**config.mk**
```make
export PLATFORM = sky130hd
export DESIGN_NAME = btn_step_gen
export DESIGN_NICKNAME = d
export VERILOG_FILES = /design/src/rtl/btn_step_gen.sv
export SDC_FILE = /design/constraint.sdc
export NUM_CORES = 1
export LEC_CHECK = 0
export CORE_UTILIZATION = 50
export DETAILED_ROUTE_END_ITERATION = 10
export GPL_TIMING_DRIVEN = 0
export PLACE_DENSITY = 0.7
export SLEW_MARGIN = 20
export SYNTH_ARGS = -nofsm -noshare
export SYNTH_HDL_FRONTEND = slang
export SYNTH_SLANG_ARGS = --single-unit
```
**constraint.sdc**
```tcl
create_clock -name clk -period 1.8 [get_ports clk]
set_clock_uncertainty 0.2 [all_clocks]
set_input_delay 0.54 -clock clk [delete_from_list [all_inputs] [get_ports clk]]
set_output_delay 0.54 -clock clk [all_outputs]
set_load 0.01 [all_outputs]
```
**src/rtl/btn_step_gen.sv**
```systemverilog
// Debounced push-button to single-cycle step pulses with optional hold-to-repeat.
// Press step is registered DEB_CYCLES+3 edges after btn_in rises; there is no backpressure.
module btn_step_gen #(
    parameter int TMR_W      = 8,
    parameter int DEB_CYCLES = 16,
    parameter int RPT_DELAY  = 64,
    parameter int RPT_PERIOD = 16
) (
    input  logic clk,
    input  logic rst,
    input  logic btn_in,
    input  logic rpt_en,
    output logic step,
    output logic btn_level,
    output logic rpt_active
);

    typedef enum logic [2:0] {
        S_IDLE,
        S_DEB_PRESS,
        S_HELD_WAIT,
        S_HELD_RPT,
        S_DEB_RELEASE
    } state_t;

    localparam logic [TMR_W-1:0] DEB_LAST = TMR_W'(DEB_CYCLES - 1);
    localparam logic [TMR_W-1:0] DLY_LAST = TMR_W'(RPT_DELAY - 1);
    localparam logic [TMR_W-1:0] PER_LAST = TMR_W'(RPT_PERIOD - 1);

    logic             r_sync1;
    logic             r_sync2;
    state_t           r_state;
    logic [TMR_W-1:0] r_tmr;
    logic             r_step;
    logic             r_level;
    logic             r_rpt;

    logic             w_btn_sync;
    state_t           w_state_nxt;
    logic [TMR_W-1:0] w_tmr_nxt;
    logic             w_step_nxt;
    logic             w_level_nxt;
    logic             w_rpt_nxt;

    assign w_btn_sync = r_sync2;
    assign step       = r_step;
    assign btn_level  = r_level;
    assign rpt_active = r_rpt;

    always_ff @(posedge clk or posedge rst) begin
        if (rst) begin
            r_sync1 <= 1'b0;
            r_sync2 <= 1'b0;
            r_state <= S_IDLE;
            r_tmr   <= '0;
            r_step  <= 1'b0;
            r_level <= 1'b0;
            r_rpt   <= 1'b0;
        end else begin
            r_sync1 <= btn_in;
            r_sync2 <= r_sync1;
            r_state <= w_state_nxt;
            r_tmr   <= w_tmr_nxt;
            r_step  <= w_step_nxt;
            r_level <= w_level_nxt;
            r_rpt   <= w_rpt_nxt;
        end
    end

    // Button changes are tested before timer expiry so they always win.
    always_comb begin
        w_state_nxt = r_state;
        w_tmr_nxt   = r_tmr;
        w_step_nxt  = 1'b0;
        w_level_nxt = r_level;
        w_rpt_nxt   = r_rpt;
        unique case (r_state)
            S_IDLE: begin
                if (w_btn_sync) begin
                    w_state_nxt = S_DEB_PRESS;
                    w_tmr_nxt   = '0;
                end
            end
            S_DEB_PRESS: begin
                if (!w_btn_sync) begin
                    w_state_nxt = S_IDLE;
                    w_tmr_nxt   = '0;
                end else if (r_tmr == DEB_LAST) begin
                    w_state_nxt = S_HELD_WAIT;
                    w_tmr_nxt   = '0;
                    w_step_nxt  = 1'b1;
                    w_level_nxt = 1'b1;
                end else begin
                    w_tmr_nxt = r_tmr + 1'b1;
                end
            end
            S_HELD_WAIT: begin
                if (!w_btn_sync) begin
                    w_state_nxt = S_DEB_RELEASE;
                    w_tmr_nxt   = '0;
                end else if (rpt_en && (r_tmr == DLY_LAST)) begin
                    w_state_nxt = S_HELD_RPT;
                    w_tmr_nxt   = '0;
                    w_step_nxt  = 1'b1;
                    w_rpt_nxt   = 1'b1;
                end else if (rpt_en) begin
                    w_tmr_nxt = r_tmr + 1'b1;
                end
            end
            S_HELD_RPT: begin
                if (!w_btn_sync) begin
                    w_state_nxt = S_DEB_RELEASE;
                    w_tmr_nxt   = '0;
                    w_rpt_nxt   = 1'b0;
                end else if (!rpt_en) begin
                    w_state_nxt = S_HELD_WAIT;
                    w_tmr_nxt   = '0;
                    w_rpt_nxt   = 1'b0;
                end else if (r_tmr == PER_LAST) begin
                    w_tmr_nxt  = '0;
                    w_step_nxt = 1'b1;
                end else begin
                    w_tmr_nxt = r_tmr + 1'b1;
                end
            end
            S_DEB_RELEASE: begin
                if (w_btn_sync) begin
                    w_state_nxt = S_HELD_WAIT;
                    w_tmr_nxt   = '0;
                end else if (r_tmr == DEB_LAST) begin
                    w_state_nxt = S_IDLE;
                    w_tmr_nxt   = '0;
                    w_level_nxt = 1'b0;
                end else begin
                    w_tmr_nxt = r_tmr + 1'b1;
                end
            end
            default: begin
                w_state_nxt = S_IDLE;
                w_tmr_nxt   = '0;
            end
        endcase
    end

endmodule

```
==> results of run 1 <==
repair_timing:
action | 4_1_cts | 5_1_grt
pin swaps | 5 | 12
setup buffers | 3 | 13
resized for setup | 28 | 17
setup endpoints to repair | 17 | 12
hold endpoints to repair | 0 | 0
critical path: stages (launching register included):
cell and delay, ps:
dfrtp_2 450, and2_4 160, a211oi_4 360, a21oi_4 140
a2111oi_2 300, nor3_1 80
sequential cells by signal, summed over array words and instances, names as in the netlist:
name,flops
r_tmr,8
step,1
r_sync2,1
r_sync1,1
rpt_active,1
btn_level,1
r_state,3
area by class of cell:
type | count | area share, %
plain buffers | 3 | 1.846
clock buffers | 3 | 1.749
inverters | 1 | 0.2915
multi-input cells | 76 | 48.69
flip-flops and latches | 16 | 31.39
well taps | 25 | 2.430
repair buffers | 22 | 13.61
power groups by stage:
stage / Sequential (mW) / Clock (mW) / Combinational [mW]
finish: 0.377 / 0.193 / 0.115
global route: 0.377 / 0.211 / 0.125
CTS: 0.376 / 0.191 / 0.0867
detailed placement: 0.384 / 0 / 0.0659
global placement: 0.383 / 0 / 0.0642
floorplan: 0.382 / 0 / 0.0469
worst paths after layout:
check / start / slack [ps] / cells past startpoint / end
max: r_state[0]$_DFFE_PP0P_ / -20 / 5 / r_tmr[2]$_DFFE_PP0P_
min: r_sync1$_DFF_PP0_ / 160 / 0 / r_sync2$_DFF_PP0_
max reg2reg: r_state[0]$_DFFE_PP0P_ / -20 / 5 / r_tmr[2]$_DFFE_PP0P_
min reg2reg: r_sync1$_DFF_PP0_ / 160 / 0 / r_sync2$_DFF_PP0_
max in group asynchronous: rst / 570 / 2 / r_state[2]$_DFFE_PP0P_
min in group asynchronous: rst / 410 / 2 / r_sync2$_DFF_PP0_
synth_stat cells (2+ instances only):
master    instances
xnor2_1           2
o21ai_0           9
dfrtp_1          16
a21oi_1           9
and3_1            2
nand2b_1          2
a31oi_1           2
buf_4             2
nand2_1           8
nand4_1           3
nand3_1           5
nor2_1            6
nor3_1            2
metrics by stage:
| stage | area, um2 | util [%] |
|---|---|---|
| floorplan | 922.1 | - |
| global placement | 1013 | 58.70 |
| detailed placement | 1013 | 58.70 |
| CTS | 1141 | 66.09 |
| global route | 1287 | 74.57 |
| finish | 1287 | 74.57 |
cells by family (layout without fill, tap and decap cells):
group,Yosys count,after routing
and+or+nand+nor,42,42
AOI/OAI and AO/OA,30,30
DFF,16,16
buffers and inverters,4,29
xor gates and xnor gates,3,3
adders and majority gates,1,1
layer usage:
layer  vias up  share of wire, %  track usage [%]
met5         -                 0                0
met4         0               2.4            12.12
met3         7               3.6            6.400
met2        23                48            32.75
met1       412                46            32.65
li1        404                 -                -
placed cells by master (no fill, tap or decap), types with 2 or more instances in the layout:
master and n:
dfrtp_2 3, dfrtp_1 13, a21oi_2 3, o21ai_2 3, xnor2_1 2, nor2_1 5
nand3_1 5, nor3_2 2, o21ai_0 2, a21oi_1 6, nand4_1 3, nand2_1 8
buf_4 16, clkdlybuf4s50_1 2, buf_6 2, a31oi_1 2, nor2_4 2, o21ai_1 5
nand2b_1 2, dlygate4sd2_1 3, clkbuf_4 3
==> results by group, run 1 <==
Pwr
  • Net switching power: 183.6 uW
  • Leakage: 0.5394 nW
  • Power Density: 531.9 nW/um2
  • Total Power Consumption: 684.8 uW
  • P_int: approximately 500 uW
  • Maximum vdd drop: 0.5272 mV
  • Sw Ratio: between 20% and 30%
  • Sequential power share: 55.0%
  • Gate power share: about 17%
  • Clock power share: about 28%

Flow run
  • Max Cap Viol: 0

Clock network
  • Hold buffers post-CTS: 0
  • Worst-path clk slew: 90 ps
  • Total CTS buffers: 3
  • Root buffer cell: clkbuf_4
  • TritonCTS clock tree: built
  • CTS max path bufs: 2
  • Sink Count: 16
  • Htree depth: 1
  • Clock Latency Late Sink: approximately 290 ps

Worst setup path
  • Crit start category: flip-flop
  • Setup CP Type: flip-flop to flip-flop
  • Crit path max fanout: 4
  • Worst EP required: ~1800 ps
  • Crit end category: flip-flop
  • Arrival time worst endpoint: 1800 ps

STA
  • Hold Slack: around 160 ps
  • Relative slew margins: 59.61%
  • RSZ-0062 raised after global routing: yes
  • Worst-Margin Slew: 605.1 ps
  • Setup WS post-layout: -22.64 ps
  • Final Cycle Share: 101.3%
  • Final setup viols: 2
  • Fin crit period: approximately 1800 ps
  • Fin. Hold Viols: 0
  • Setup TNS: -26.92 ps
  • Max Slew Vio Count: 0
  • Fmax: 0.5487 GHz

Global routing
  • Pin count of the biggest net entering global routing: 17
  • Initial antenna violation count: 0
  • First-pass GRT wire length: approximately 3300 um
  • GRT Total Usage: 23.34%
  • Vias in the first global route: 701
  • Grt ovf: 0

Synthesis
  • Share of the synthesized area in the top cell type: 43.42%
  • Area contributors post-synth: dfrtp_1 43%, a21oi_1 4.9%, o21ai_0 4.9%
  • Post-synthesis compound-gate area fraction: between 20% and 30%
  • Distinct cells, synth: 41
  • Post-synth net total: 101
  • Post-Synth Simple-Gate Area: a little over a quarter
  • XOR/XNOR Fraction of Synth Area: between 2 and 3%
  • Synth Area per Inst: 9.606 um2
  • Post-synthesis sequential area ratio: 43.42%
  • Post-synthesis mux area share: 0%
  • Post-synth EDFFs: 0
  • Area leader, netlist: dfrtp_1
  • Top FF cell, synth: dfrtp_1
  • Async SR Flop Fraction: 100.0%
  • Synth Cell Area: 922.1 um2
  • YS warnings: 0
  • Largest family of logic cells by synthesized area: simple AND/OR/NAND/NOR gates
  • Syn Inst Count: 96
  • Adder-cell share of the synthesized area: 1.357%
  • Seq cells post-synth: 16

Drt
  • Via total after detailed routing: ~850
  • # DRC: 0
  • Pre-Repair DR Iteration Count: 4
  • Final ANT Viol Nets: 0
  • Post-Route WL: 2261 um
  • Via/cell ratio: just under 6
  • Initial DRC count: 34
  • DR WL/cell: 15.49 um

Placed design
  • RePlAce Congestion: 0.8556
  • Worst slack at placement: -643.2 ps
  • Placed cell count: between 100 and 150
  • I/O Buffers: 6
  • DP HPWL: 1282 um

Finish
  • Ant diodes: 0
  • FILL cells: between 100 and 150
  • Post-layout nets: 128
  • Storage element area: ~400 um2
  • Synthesis-to-layout area growth: 39.62%
  • Share of cells above drive strength 1: 43.80%
  • Layout Cells excl Fill: 146
  • Area of the multi-input gates: around 630 um2

Die
  • Chip height: 44.95 um
  • Initial Util: 53.41%
  • Die Wd: 44.95 um
  • I/O pin cnt: 7
  • Row count: 15
  • Placeable Area: 1727 um2
  • Die area: 2020 um2

Run status
  • Violated checks: setup timing
  • Run status: finished with violations

Min path
  • Worst Hold Class: flip-flop to flip-flop
Note: power is estimated with default switching activity, not from simulation.
==> run 2: changes to the inputs <==
Settings changed: PLACE_DENSITY 0.7 to 0.81, RECOVER_POWER set to 25.
==> run 2 against run 1 <==
Compared with the run above:
- cell count grew 2.1%
- design area grew 2.6%
- wire length increased by 21%
- critical endpoint is now r_tmr[5]$_DFFE_PP0P_
- clock power is 27% higher
- highest routed layer unchanged
- the flow still finishes with violations (setup timing)
- core utilization increased by 2.0 points
==> results by group, run 2 (synthesis results as in run 1) <==
Placed design
  • RePlAce Congestion: 0.8421 (-1.6%)
  • Placed cell count: 127 (unchanged)
  • I/O Buffers: 6 (unchanged)
  • DP HPWL: 1233 um (-3.8%)

Clock network
  • Htree depth: 1 (unchanged)
  • Sink Count: 16 (unchanged)
  • TritonCTS clock tree: built
  • Clock Latency Late Sink: 300 ps (about the same)
  • Root buffer cell: clkbuf_4
  • CTS max path bufs: 2 (unchanged)
  • Total CTS buffers: 3 (unchanged)
  • Worst-path clk slew: 90 ps (about the same)

Pwr
  • Total Power Consumption: 740.2 uW (+8.1%)
  • Leakage: 0.5566 nW (+3.2%)
  • Gate power share: 16.1% (-0.7 points)
  • Maximum vdd drop: 0.5998 mV (+14%)
  • Sw Ratio: 26.22% (-0.58 points)
  • Net switching power: 194.1 uW (+5.7%)
  • Sequential power share: 50.9% (-4.1 points)
  • P_int: 546.1 uW (+8.9%)
  • Clock power share: 33.0% (+4.9 points)
  • Power Density: 560.2 nW/um2 (+5.3%)

Finish
  • FILL cells: 117 (+1.7%)
  • Layout Cells excl Fill: 149 (+2.1%)
  • Largest regs: r_tmr: 8 flops, r_state: 3 flops
  • Most frequent cells in the layout: 18 x buf_4, 12 x dfrtp_1, 8 x nand2_1
  • Final Util: 76.52% (+2.0 points)
  • Post-layout nets: 130 (+1.6%)
  • Biggest register: r_tmr
  • Max reg flops: 8 (unchanged)
  • Ant diodes: 0 (unchanged)
  • Synthesis-to-layout area growth: 43.28%
  • Commonest non-fill, non-tap cell in the layout: buf_4
  • Share of cells above drive strength 1: 45.97% (+2.2 points)

Worst setup path
  • Crit end category: flip-flop
  • Reg2reg setup slack: -20 ps (about the same)
  • Worst EP required: 1820 ps (+40 ps)
  • Crit start category: flip-flop
  • Setup crit start: r_sync2$_DFF_PP0_
  • Reg2Reg Depth: 7 (+2)
  • Crit path capture: r_tmr[5]$_DFFE_PP0P_
  • FF-to-FF End: r_tmr[5]$_DFFE_PP0P_
  • Arrival time worst endpoint: 1850 ps (+50 ps)
  • Setup CP Type: flip-flop to flip-flop
  • RR Startpoint: r_sync2$_DFF_PP0_
  • Crit path max fanout: 6 (+2)

Min path
  • Worst Hold Class: flip-flop to flip-flop

Run status
  • Violated checks: setup timing
  • Run status: finished with violations

Die
  • Row count: 15 (unchanged)
  • Chip height: 44.95 um (unchanged)
  • Die area: 2020 um2 (unchanged)
  • Die Wd: 44.95 um (unchanged)
  • I/O pin cnt: 7 (unchanged)
  • Placeable Area: 1727 um2 (unchanged)
  • Initial Util: 53.41% (unchanged)

Global routing
  • Pin count of the biggest net entering global routing: 17 (unchanged)
  • Grt ovf: 0 (unchanged)
  • Initial antenna violation count: 0 (unchanged)
  • Vias in the first global route: 711 (+1.4%)
  • First-pass GRT wire length: 3243 um (-0.83%)
  • GRT Total Usage: 22.59% (-0.75 points)

Drt
  • DR WL/cell: 18.38 um (+19%)
  • Post-Route WL: 2739 um (+21%)
  • Pre-Repair DR Iteration Count: 4 (unchanged)
  • Initial DRC count: 29 (-15%)
  • Via/cell ratio: 6.174 (+6.6%)
  • # DRC: 0 (unchanged)
  • Final ANT Viol Nets: 0 (unchanged)
  • Via total after detailed routing: 920 (+8.7%)

Flow run
  • Max Cap Viol: 0 (unchanged)

STA
  • Setup TNS: -98.10 ps (-71.18 ps)
  • Max Slew Vio Count: 0 (unchanged)
  • Final setup viols: 7 (+5)
  • Fmax: 0.5487 GHz (about the same)
  • Setup WS post-layout: -22.47 ps (+0.1685 ps)
  • RSZ-0062 raised after global routing: yes
  • Fin. Hold Viols: 0 (unchanged)
  • Final Cycle Share: 101.2% (about the same)
  • Fin crit period: 1822 ps (-0.1685 ps)
  • Worst-Margin Slew: 585.8 ps (-19.34 ps)
  • Relative slew margins: 60.90% (+1.3 points)
## run 2: timing repair
action | in CTS | in global routing
endpoints found under the setup margin | 16 | 13
setup buffers | 4 | 14
gates resized for setup | 27 | 19
pin swaps | 6 | 15
hold buffers | 0 | 0
## run 2: layout make-up
class / instances / area (um2) / area share [%]
tap: 25 / 31.28 / 2.367
buffer: 3 / 23.77 / 1.799
sequential: 16 / 405.4 / 30.68
inverter: 1 / 3.754 / 0.2841
timing repair buffer: 24 / 190.2 / 14.39
multi-input combinational: 76 / 630.6 / 47.73
clock buffer: 4 / 36.28 / 2.746
## run 2: stage by stage
step	setup slack [ps]	hold slack, ps	area [um2]
after global routing	-109.1	166.0	1321
after CTS	4.110	163.6	1169
final	-22.47	157.5	1321
after detailed placement	-636.6	141.1	1013
after global placement	-625.8	135.7	1013
after floorplan	34.14	131.2	922.1
## run 2: worst max-delay path, stage by stage (launching register included)
cell	delay [ps]
dfrtp_1	410
buf_6	150
nor4b_4	300
a211oi_4	70
buf_4	170
a21oi_4	220
nor2_4	100
a21oi_2	140
## run 2: worst min path at each step
stage | start | end | cells past startpoint
floorplan | r_sync1$_DFF_PP0_ | r_sync2$_DFF_PP0_ | 0
global placement | r_sync1$_DFF_PP0_ | r_sync2$_DFF_PP0_ | 0
detailed placement | r_sync1$_DFF_PP0_ | r_sync2$_DFF_PP0_ | 0
CTS | r_sync1$_DFF_PP0_ | r_sync2$_DFF_PP0_ | 0
global route | r_sync1$_DFF_PP0_ | r_sync2$_DFF_PP0_ | 0
finish | r_sync1$_DFF_PP0_ | r_sync2$_DFF_PP0_ | 0
## run 2: power by group through the flow
stage / Clock, mW / Sequential [mW] / Combinational [mW]
after floorplan: 0 / 0.382 / 0.0469
after global placement: 0 / 0.383 / 0.0634
after detailed placement: 0 / 0.384 / 0.0651
after CTS: 0.248 / 0.375 / 0.0916
after global routing: 0.265 / 0.378 / 0.127
final: 0.245 / 0.377 / 0.119
## run 2: routing by layer
| layer | routed length (um) | vias up | global-route usage (%) |
|---|---|---|---|
| met3 | 203 | 13 | 7.200 |
| met4 | 85 | 0 | 1.818 |
| met1 | 1058 | 454 | 33.07 |
| li1 | - | 410 | - |
| met5 | 0 | - | 0 |
| met2 | 1391 | 43 | 34.20 |
